$ cat config.mk
export PLATFORM = sky130hd
export DESIGN_NAME = vga_sync_decoder
export DESIGN_NICKNAME = d
export VERILOG_FILES = /design/src/rtl/vga_sync_decoder.sv
export SDC_FILE = /design/constraint.sdc
export NUM_CORES = 1
export LEC_CHECK = 0
export CAP_MARGIN = 20
export CELL_PAD_IN_SITES_DETAIL_PLACEMENT = 0
export CELL_PAD_IN_SITES_GLOBAL_PLACEMENT = 2
export CORE_MARGIN = 2
export CORE_UTILIZATION = 30
export DETAILED_ROUTE_END_ITERATION = 8
export PLACE_DENSITY_LB_ADDON = 0.1
export SLEW_MARGIN = 20
export SYNTH_ARGS = -nofsm -noshare
export SYNTH_HDL_FRONTEND = slang
export SYNTH_SLANG_ARGS = --single-unit
$ cat constraint.sdc
create_clock -name clock -period 3.7 [get_ports clock]
set_input_delay 0.74 -clock clock [delete_from_list [all_inputs] [get_ports clock]]
set_output_delay 0.74 -clock clock [all_outputs]
set_load 0.005 [all_outputs]
$ cat src/rtl/vga_sync_decoder.sv
// vga_sync_decoder
//   Receive side of the 640x480@60 VGA timing driver. Samples hsync/vsync and
//   4-bit R/G/B on pixel-strobe cycles, re-derives the horizontal/vertical
//   counters from the sync edges, locks after LOCK_FRAMES clean frames and
//   then emits one coordinate-tagged pixel per active position.
//
// Ports
//   clock        system clock (only clock)
//   rst          synchronous active-high reset
//   pix_en       one-cycle pixel strobe; nothing changes on cycles without it
//   hsync/vsync  active-low syncs
//   disp_r/g/b   4-bit colour components
//   cap_rgb      captured pixel {b,g,r}, held between pulses
//   cap_x/cap_y  active column/row of the captured pixel, held between pulses
//   cap_valid    one-cycle pulse, cap_* updated
//   frame_start  one-cycle pulse per detected vsync falling edge
//   locked       high while the lock FSM is in LOCKED
//   err_hline    one-cycle pulse, horizontal timing error
//   err_vframe   one-cycle pulse, vertical timing error
//   err_sticky   set by any error, cleared only by rst
//   frame_sum    (VGA_CHECKSUM_EN only) 16-bit sum of cap_rgb over the last
//                frame completed while locked
//
// Build option
//   VGA_CHECKSUM_EN  adds the frame_sum output and its accumulator.

module vga_sync_decoder #(
  parameter int H_TOTAL     = 800,
  parameter int H_SYNC      = 96,
  parameter int H_ACT_BEGIN = 144,
  parameter int H_ACT       = 640,
  parameter int V_TOTAL     = 525,
  parameter int V_SYNC      = 2,
  parameter int V_ACT_BEGIN = 35,
  parameter int V_ACT       = 480,
  parameter int LOCK_FRAMES = 2
) (
  input  logic        clock,
  input  logic        rst,
  input  logic        pix_en,
  input  logic        hsync,
  input  logic        vsync,
  input  logic [3:0]  disp_r,
  input  logic [3:0]  disp_g,
  input  logic [3:0]  disp_b,
  output logic [11:0] cap_rgb,
  output logic [9:0]  cap_x,
  output logic [9:0]  cap_y,
  output logic        cap_valid,
  output logic        frame_start,
  output logic        locked,
  output logic        err_hline,
  output logic        err_vframe,
`ifdef VGA_CHECKSUM_EN
  output logic [15:0] frame_sum,
`endif
  output logic        err_sticky
);

  localparam logic [9:0] C_SAT       = 10'h3FF;
  localparam logic [9:0] C_H_TOTAL   = 10'(H_TOTAL);
  localparam logic [9:0] C_H_SYNC_M1 = 10'(H_SYNC - 1);
  localparam logic [9:0] C_H_ACT_LO  = 10'(H_ACT_BEGIN);
  localparam logic [9:0] C_H_ACT_HI  = 10'(H_ACT_BEGIN + H_ACT);
  localparam logic [9:0] C_V_TOTAL   = 10'(V_TOTAL);
  localparam logic [9:0] C_V_SYNC    = 10'(V_SYNC);
  localparam logic [9:0] C_V_ACT_LO  = 10'(V_ACT_BEGIN);
  localparam logic [9:0] C_V_ACT_HI  = 10'(V_ACT_BEGIN + V_ACT);
  localparam logic [7:0] C_LOCK      = 8'(LOCK_FRAMES);

  typedef enum logic [1:0] {
    ST_SEARCH = 2'd0,
    ST_TRAIN  = 2'd1,
    ST_LOCKED = 2'd2
  } state_t;

  state_t      r_state;
  logic        r_hs_prev;
  logic        r_vs_prev;     // vsync as seen at the previous line start
  logic [9:0]  r_h_cnt;
  logic [9:0]  r_v_cnt;
  logic        r_h_ovf;       // missing-hsync already reported for this line
  logic        r_v_ovf;       // missing-vsync already reported for this frame
  logic [7:0]  r_good_cnt;
  logic        r_frame_err;   // current frame has seen an error

  logic        w_h_fall;
  logic        w_h_rise;
  logic        w_v_fall;
  logic        w_v_rise;
  logic [9:0]  w_h_inc;
  logic [9:0]  w_v_inc;
  logic [9:0]  w_h_next;
  logic [9:0]  w_v_next;
  logic        w_h_ovf_hit;
  logic        w_v_ovf_hit;
  logic        w_h_err_raw;
  logic        w_v_err_raw;
  logic        w_report;
  logic        w_err_h;
  logic        w_err_v;
  logic        w_err_any;
  logic        w_in_act;
  logic        w_cap;
  logic [7:0]  w_good_inc;

  always_comb begin
    w_h_fall = r_hs_prev & ~hsync;
    w_h_rise = ~r_hs_prev & hsync;
    // vsync is only looked at on line starts, against the previous line start
    w_v_fall = w_h_fall & r_vs_prev & ~vsync;
    w_v_rise = w_h_fall & ~r_vs_prev & vsync;

    w_h_inc  = (r_h_cnt == C_SAT) ? C_SAT : r_h_cnt + 10'd1;
    w_v_inc  = (r_v_cnt == C_SAT) ? C_SAT : r_v_cnt + 10'd1;
    w_h_next = w_h_fall ? 10'd0 : w_h_inc;
    w_v_next = w_v_fall ? 10'd0 : (w_h_fall ? w_v_inc : r_v_cnt);

    // Overrun fires once when the count has already reached the total without
    // a sync edge; saturation keeps it from matching again.
    w_h_ovf_hit = ~w_h_fall & (r_h_cnt == C_H_TOTAL);
    w_v_ovf_hit = w_h_fall & ~w_v_fall & (r_v_cnt == C_V_TOTAL);

    // An edge that ends an already-reported overrun is not reported again.
    w_h_err_raw = (w_h_fall & ~r_h_ovf & (w_h_inc != C_H_TOTAL))
                | (w_h_rise & (r_h_cnt != C_H_SYNC_M1))
                | w_h_ovf_hit;
    w_v_err_raw = (w_v_fall & ~r_v_ovf & (w_v_inc != C_V_TOTAL))
                | (w_v_rise & (w_v_next != C_V_SYNC))
                | w_v_ovf_hit;

    w_report  = (r_state != ST_SEARCH);
    w_err_h   = pix_en & w_report & w_h_err_raw;
    w_err_v   = pix_en & w_report & w_v_err_raw;
    w_err_any = w_err_h | w_err_v;

    w_in_act = (w_h_next >= C_H_ACT_LO) && (w_h_next < C_H_ACT_HI) &&
               (w_v_next >= C_V_ACT_LO) && (w_v_next < C_V_ACT_HI);
    // An error drops lock on the same sample, so that sample is not captured.
    w_cap    = pix_en & (r_state == ST_LOCKED) & ~w_err_any & w_in_act;

    w_good_inc = (r_good_cnt == 8'hFF) ? r_good_cnt : r_good_cnt + 8'd1;
  end

  always_ff @(posedge clock) begin
    if (rst) begin
      r_state     <= ST_SEARCH;
      r_hs_prev   <= 1'b1;
      r_vs_prev   <= 1'b1;
      r_h_cnt     <= '0;
      r_v_cnt     <= '0;
      r_h_ovf     <= 1'b0;
      r_v_ovf     <= 1'b0;
      r_good_cnt  <= '0;
      r_frame_err <= 1'b0;
      cap_rgb     <= '0;
      cap_x       <= '0;
      cap_y       <= '0;
      cap_valid   <= 1'b0;
      frame_start <= 1'b0;
      locked      <= 1'b0;
      err_hline   <= 1'b0;
      err_vframe  <= 1'b0;
      err_sticky  <= 1'b0;
    end else begin
      cap_valid   <= 1'b0;
      frame_start <= 1'b0;
      err_hline   <= 1'b0;
      err_vframe  <= 1'b0;
      if (pix_en) begin
        r_hs_prev <= hsync;
        if (w_h_fall) r_vs_prev <= vsync;
        r_h_cnt <= w_h_next;
        r_v_cnt <= w_v_next;

        if (w_h_fall)         r_h_ovf <= 1'b0;
        else if (w_h_ovf_hit) r_h_ovf <= 1'b1;
        if (w_v_fall)         r_v_ovf <= 1'b0;
        else if (w_v_ovf_hit) r_v_ovf <= 1'b1;

        frame_start <= w_v_fall;
        err_hline   <= w_err_h;
        err_vframe  <= w_err_v;
        if (w_err_any) err_sticky <= 1'b1;

        if (w_cap) begin
          cap_valid <= 1'b1;
          cap_x     <= w_h_next - C_H_ACT_LO;
          cap_y     <= w_v_next - C_V_ACT_LO;
          cap_rgb   <= {disp_b, disp_g, disp_r};
        end

        unique case (r_state)
          ST_SEARCH: begin
            locked <= 1'b0;
            if (w_v_fall) begin
              r_state     <= ST_TRAIN;
              r_good_cnt  <= '0;
              r_frame_err <= 1'b0;
            end
          end
          ST_TRAIN: begin
            locked <= 1'b0;
            if (w_v_fall) begin
              // an error on the frame_start sample belongs to the old frame
              r_frame_err <= 1'b0;
              if (r_frame_err | w_err_any) begin
                r_good_cnt <= '0;
              end else begin
                r_good_cnt <= w_good_inc;
                if (w_good_inc >= C_LOCK) begin
                  r_state <= ST_LOCKED;
                  locked  <= 1'b1;
                end
              end
            end else if (w_err_any) begin
              r_frame_err <= 1'b1;
            end
          end
          ST_LOCKED: begin
            if (w_err_any) begin
              r_state     <= ST_TRAIN;
              r_good_cnt  <= '0;
              // the interrupted frame counts as bad unless it just ended
              r_frame_err <= ~w_v_fall;
              locked      <= 1'b0;
            end else begin
              locked <= 1'b1;
            end
          end
          default: begin
            r_state <= ST_SEARCH;
            locked  <= 1'b0;
          end
        endcase
      end
    end
  end

`ifdef VGA_CHECKSUM_EN
  logic [15:0] r_sum_acc;

  always_ff @(posedge clock) begin
    if (rst) begin
      r_sum_acc <= '0;
      frame_sum <= '0;
    end else if (pix_en) begin
      if (w_v_fall) begin
        r_sum_acc <= '0;
        if ((r_state == ST_LOCKED) && !w_err_any) frame_sum <= r_sum_acc;
      end else if (w_cap) begin
        r_sum_acc <= r_sum_acc + {4'd0, disp_b, disp_g, disp_r};
      end
    end
  end
`endif

endmodule

==> results of run 1 <==
==> sequential cells by signal (all words and copies together), names as in the netlist, 2 cells and up <==
register    cells
r_good_cnt      8
cap_x          10
cap_rgb        12
r_v_cnt        10
r_h_cnt        10
cap_y          10
r_state         2
==> stage by stage <==
step	cells	worst slack, ns
2_1_floorplan	553	0.142
5_1_grt	839	-0.00908
3_5_place_dp	821	-0.355
4_1_cts	838	0.118
3_3_place_gp	821	-0.296
6_report	839	0.148
==> worst min-delay path, stage by stage (launching register included) <==
cell	delay, ns
dfxtp_1	0.31
inv_1	0.05
a21oi_1	0.05
==> timing repair <==
action | in CTS | in global routing
gates resized for setup | 2 | 11
pin swaps | 1 | 3
setup buffers | 0 | 1
endpoints found under the setup margin | 32 | 38
gates cloned | 1 | 0
==> logic make-up after synthesis <==
kind of cell | Yosys count | synth area share [%]
compound gates | 119 | 18.6
xor+xnor | 17 | 3.32
fa+ha+maj | 14 | 3.90
buf+inv | 58 | 6.10
flops | 73 | 32.6
mux | 48 | 10.7
simple gates | 224 | 24.8
==> where the power goes <==
| part | switching [mW] | total (mW) | internal, mW |
|---|---|---|---|
| clock network | 0.338 | 0.927 | 0.589 |
| registers | 0.0110 | 0.808 | 0.797 |
| logic | 0.159 | 0.272 | 0.113 |
| total | 0.507 | 2.01 | 1.50 |
==> cell usage after synthesis, drive strengths merged (2+ instances only) <==
cell type  instances  area [um2]
nor2              79         297
dfxtp             73        1460
mux2i             48         480
nand2             38         143
a21oi             27         135
buf               23         143
nand3             23         115
o21ai             19        95.1
clkbuf            18        67.6
nor3              18         100
inv               16        60.1
ha                14         175
a31oi             12        81.3
a211oi            11        92.6
nand4             10        62.6
xnor2             10        87.6
and2               8        50.1
and3               8        50.1
o211ai             7        52.6
xor2               7        61.3
a41oi              6        52.6
nor2b              6        37.5
a21o               5        37.5
and4               4        35.0
nand2b             4        25.0
nand3b             4        30.0
nor4               4        25.0
or3                4        25.0
a21boi             3        22.5
a311oi             3        32.5
and3b              3        26.3
o31ai              3        22.5
o41ai              3        26.3
or4                3        22.5
a2111oi            2        17.5
a211o              2        17.5
a31o               2        17.5
nand4b             2        17.5
o211a              2        27.5
o22ai              2        12.5
or2                2        12.5
==> final cells by class <==
type	count	area (um2)
Fill cell	1482	8600
Clock buffer	11	233
Clock inverter	5	80.1
Sequential cell	73	1460
Timing Repair Buffer	127	1120
Inverter	17	63.8
Multi-Input combinational cell	422	2810
Tap cell	184	230
==> final timing paths <==
path / start / to / slack, ns / cells after the start
worst min register to register: err_sticky$_SDFFE_PP0P_ / err_sticky$_SDFFE_PP0P_ / 0.45 / 2
worst min-delay path: err_sticky$_SDFFE_PP0P_ / err_sticky$_SDFFE_PP0P_ / 0.45 / 2
worst max-delay path: hsync / r_good_cnt[7]$_SDFFE_PP0P_ / 0.15 / 12
worst max register to register: r_h_cnt[0]$_SDFFE_PP0P_ / cap_y[1]$_SDFFE_PP0P_ / 0.21 / 12
==> routing by layer <==
| metal | vias up | global-route usage [%] | wire [um] |
|---|---|---|---|
| li1 | 2195 | - | - |
| met1 | 2083 | 23.6 | 6570 |
| met2 | 84 | 29.7 | 6660 |
| met3 | 16 | 3.63 | 653 |
| met4 | 0 | 5.24 | 197 |
| met5 | - | 0 | 0 |
==> flow_metrics.py, run 1 <==
metrics = {
    "critical_path": {
        "path_common_cell": "buf_4",
        "path_class": "in -> reg",
        "crit_chain": "clkdlybuf4s50_1 > buf_4 > and3b_1 > and2_1 > buf_4 > o211a_1 > nor4_4 > a41oi_1 > buf_4 > o41a_1 > a41oi_1 > a211oi_1",
        "path_delay_family": "compound AO/OA/AOI/OAI gates",
        "critPathArrivalTime_ns": 3.75,
        "cp.buffers_inverters": 4,
        "cp-end-kind": "flop",
        "cpPeakStageDelay_ns": 0.58,
        "worst_path_max_delay_cell": "o41a_1",
        "required_ns": 3.90,
        "cp_max_fo": 8,
        "cp-start-kind": "input port",
    },
    "cts": {
        "worstSkewPairLatency_ns": 0.34,
        "postCtsHoldBufs": 0,
        "clk_path_buf_depth": 2,
        "clk_pin_slew_worst_paths_ns": 0.06,
        "cts-root-buf": "clkbuf_16",
        "cts_buffers": 9,
        "cts_tree": "built",
        "clock-sinks": 73,
        "htree_levels": 3,
    },
    "sta": {
        "max-slew-margin-rel_pct": 63.3,
        "slew_violations": 0,
        "max_freq_ghz": 0.282,
        "fin_crit_sh_pct": 96.0,
        "holdWs_ns": 0.448,
        "setup_viol": 0,
        "fin_crit_ns": 3.55,
        "worst_pin_slew_ns": 0.551,
        "hold_viol_final": 0,
        "final.setup.tns_ns": 0,
        "clock_skew_ns": 0.00385,
    },
    "global_route": {
        "antenna_found_initial": 0,
        "grt_pass1_wl_mm": 22.9,
        "first_global_vias": 4409,
        "grt_start_max_net_pins": 45,
        "grt-ovfl-total": 0,
        "grtUsageTotal_pct": 17.9,
    },
    "detailed_routing": {
        "wl_per_cell_um": 16.8,
        "drc": 0,
        "routed_wl_mm": 14.1,
        "via_per_inst": 5.22,
        "detail-route-antenna-nets": 0,
        "vias": 4378,
        "drtIter0Drc": 333,
        "dr.pass1.iters": 4,
    },
    "flow_run": {
        "cap_violations": 0,
    },
    "logic_synthesis": {
        "ys_warn_count": 0,
        "synth_fp_nets": 584,
        "synth_edf_count": 0,
        "yosysUniqueCellTypes": 65,
        "synth-async-reset-ratio_pct": 0,
        "ys_seq_area_share_pct": 32.6,
        "syn_area_um2": 4490,
        "avgSynthCellArea_um2": 8.12,
        "synthFlopType": "dfxtp_1",
        "synth-seq-cells": 73,
        "syn_inst": 553,
    },
    "die": {
        "die_area_um2": 16000,
        "die-width_um": 126,
        "die_h_um": 126,
        "rows": 44,
        "io_pins": 55,
        "start_util_pct": 30.8,
        "coreArea_um2": 14600,
    },
    "finish": {
        "areaGrowthSynthToFinish_pct": 33.5,
        "fin_util_pct": 41.1,
        "nNetsFinal": 681,
        "layout-drive-gt1-share_pct": 16.3,
        "final_area_um2": 5990,
        "diodes": 0,
        "final_common_cell": "nor2_1",
        "mostFrequentLayoutCells": "nor2_1, dfxtp_1, buf_4",
    },
    "pwr": {
        "fin_total_pwr_mw": 2.01,
        "p_leak_nw": 2.53,
        "ir_worst_vdd_mv": 0.180,
        "power_density_nw_per_um2": 335,
    },
    "worst_hold_path": {
        "hp-class": "reg -> reg",
    },
    "status": {
        "status": "complete, no violations",
    },
    "placed_design": {
        "dp_hpwl_mm": 10.1,
        "postPlaceCellArea_um2": 5590,
        "portBuffers": 54,
        "gp_congestion": 0.846,
    },
}
Note: power is estimated with default switching activity, not from simulation.
==> run 2, diff against run 1 <==
Settings changed: CORE_UTILIZATION 30 to 36.
Clock period 3.7 ns to 4.4 ns, I/O delays scaled along.
==> run 2 against run 1 <==
Net effect: cell count shrank 7.4%; setup slack gained 0.15 ns; critical path depth grew 2; register-to-register slack gained 0.09 ns; worst hold slack lost 0.00082 ns; die area shrank 16%; sequential share of layout area grew 1.9 points; first-iteration DRC count shrank 30%; clock skew grew 0.0023 ns; largest power group unchanged.
==> flow_metrics.py, run 2 (synthesis results as in run 1) <==
metrics = {
    "sta": {
        "clock_skew_ns": 0.00620,
        "max_freq_ghz": 0.244,
        "fin_crit_sh_pct": 93.3,
        "final.setup.tns_ns": 0,
        "rsz0062_at_grt": "no",
        "slew_violations": 0,
        "fin_crit_ns": 4.10,
        "hold_viol_final": 0,
        "setup_viol": 0,
        "worst_pin_slew_ns": 0.844,
        "max-slew-margin-rel_pct": 43.6,
    },
    "finish": {
        "n_fill_cell": 1262,
        "diodes": 0,
        "final_cells": 777,
        "layout-drive-gt1-share_pct": 9.03,
        "nNetsFinal": 635,
        "fin_util_pct": 45.9,
        "areaGrowthSynthToFinish_pct": 23.8,
        "mostFrequentLayoutCells": "nor2_1, dfxtp_1, clkdlybuf4s50_1",
        "largest_reg_flops": 12,
        "regMostFlops": "cap_rgb",
        "final_common_cell": "nor2_1",
    },
    "critical_path": {
        "critPathArrivalTime_ns": 4.37,
        "cpPeakStageDelay_ns": 0.69,
        "cp-start-kind": "flop",
        "required_ns": 4.67,
        "path_class": "reg -> reg",
        "cp.buffers_inverters": 2,
        "cp-end-kind": "flop",
        "worst_path_max_delay_cell": "or4_2",
        "crit_chain": "ha_1 > nand4_1 > nor3_1 > o21ai_0 > inv_1 > ha_1 > nor3b_1 > o311ai_0 > a31o_2 > a221o_1 > or4_2 > buf_12 > or2_0 > a21oi_1",
        "cp_max_fo": 36,
        "path_delay_family": "simple AND/OR/NAND/NOR gates",
        "path_common_cell": "ha_1",
    },
    "cts": {
        "cts-root-buf": "clkbuf_16",
        "post-cts-setup-buffers": 0,
        "cts_resized": 0,
        "clock-sinks": 73,
        "postCtsHoldBufs": 0,
        "worstSkewPairLatency_ns": 0.34,
        "cts_buffers": 9,
        "cts_tree": "built",
        "clk_path_buf_depth": 2,
        "clk_pin_slew_worst_paths_ns": 0.06,
        "htree_levels": 3,
    },
    "placed_design": {
        "gp_congestion": 0.847,
        "portBuffers": 54,
        "place_inst": 761,
        "dp_hpwl_mm": 8.96,
    },
    "pwr": {
        "ir_worst_vdd_mv": 0.219,
        "p_leak_nw": 2.27,
        "power_density_nw_per_um2": 295,
    },
    "die": {
        "io_pins": 55,
        "die_area_um2": 13400,
        "coreArea_um2": 12100,
        "start_util_pct": 37.1,
        "die-width_um": 116,
        "die_h_um": 116,
        "rows": 40,
    },
    "worst_hold_path": {
        "hp-class": "reg -> reg",
    },
    "detailed_routing": {
        "routed_wl_mm": 12.6,
        "drtIter0Drc": 234,
        "drc": 0,
        "via_per_inst": 5.45,
        "detail-route-antenna-nets": 0,
        "dr.pass1.iters": 5,
        "vias": 4238,
        "wl_per_cell_um": 16.2,
    },
    "flow_run": {
        "cap_violations": 0,
    },
    "global_route": {
        "first_global_vias": 3988,
        "grt_start_max_net_pins": 68,
        "grt-ovfl-total": 0,
        "antenna_found_initial": 0,
        "grt_pass1_wl_mm": 20.6,
        "grtUsageTotal_pct": 19.4,
    },
    "status": {
        "status": "complete, no violations",
    },
}
run 2: cell count changes in the layout (fill, tap and decap cells not counted), sizes merged:
| cell | previous run | this run |
|---|---|---|
| clkinvlp | 2 | 1 |
| bufinv | 2 | 1 |
| clkinv | 2 | 4 |
| buf | 74 | 28 |
| clkbuf | 11 | 9 |
| inv | 16 | 18 |
run 2: area by class of cell:
class / instances / area [um2] / area share, %
clock buffer: 9 / 225 / 4.05
clock inverter: 7 / 77.6 / 1.40
inverter: 17 / 63.8 / 1.15
multi-input combinational: 422 / 2760 / 49.6
sequential: 73 / 1460 / 26.3
tap: 168 / 210 / 3.78
timing repair buffer: 81 / 763 / 13.7
run 2: tightest hold or removal path: stages, from the launching register on:
cell,delay [ns]
dfxtp_1,0.31
inv_1,0.05
a21oi_1,0.04
run 2: worst paths after layout:
check                           cells after the start                    start  slack (ns)                 endpoint
worst max register to register                     14  r_h_cnt[1]$_SDFFE_PP0P_        0.30    cap_y[1]$_SDFFE_PP0P_
worst max-delay path                               14  r_h_cnt[1]$_SDFFE_PP0P_        0.30    cap_y[1]$_SDFFE_PP0P_
worst min register to register                      2  err_sticky$_SDFFE_PP0P_        0.45  err_sticky$_SDFFE_PP0P_
worst min-delay path                                2  err_sticky$_SDFFE_PP0P_        0.45  err_sticky$_SDFFE_PP0P_
run 2: metrics by stage:
stage	worst slack, ns	power [mW]	hold slack, ns	area [um2]
after floorplan	0.702	0.824	0.442	4490
after global placement	0.131	0.896	0.433	5250
after detailed placement	0.0837	0.896	0.443	5250
after CTS	0.342	1.66	0.454	5560
after global routing	0.102	1.71	0.467	5560
final	0.296	1.64	0.447	5560
run 2: power breakdown:
group          switching [mW]  internal (mW)
Combinational           0.121         0.0804
Clock                   0.310          0.444
Sequential             0.0114          0.670
Total                   0.443           1.19
run 2: layer usage:
layer / GRT usage [%] / part of all wire, % / vias to the layer above
met2: 30.4 / 46 / 89
li1: - / - / 2108
met1: 27.0 / 49 / 2026
met3: 2.72 / 3.3 / 15
met4: 7.86 / 1.8 / 0
met5: 0 / 0 / -
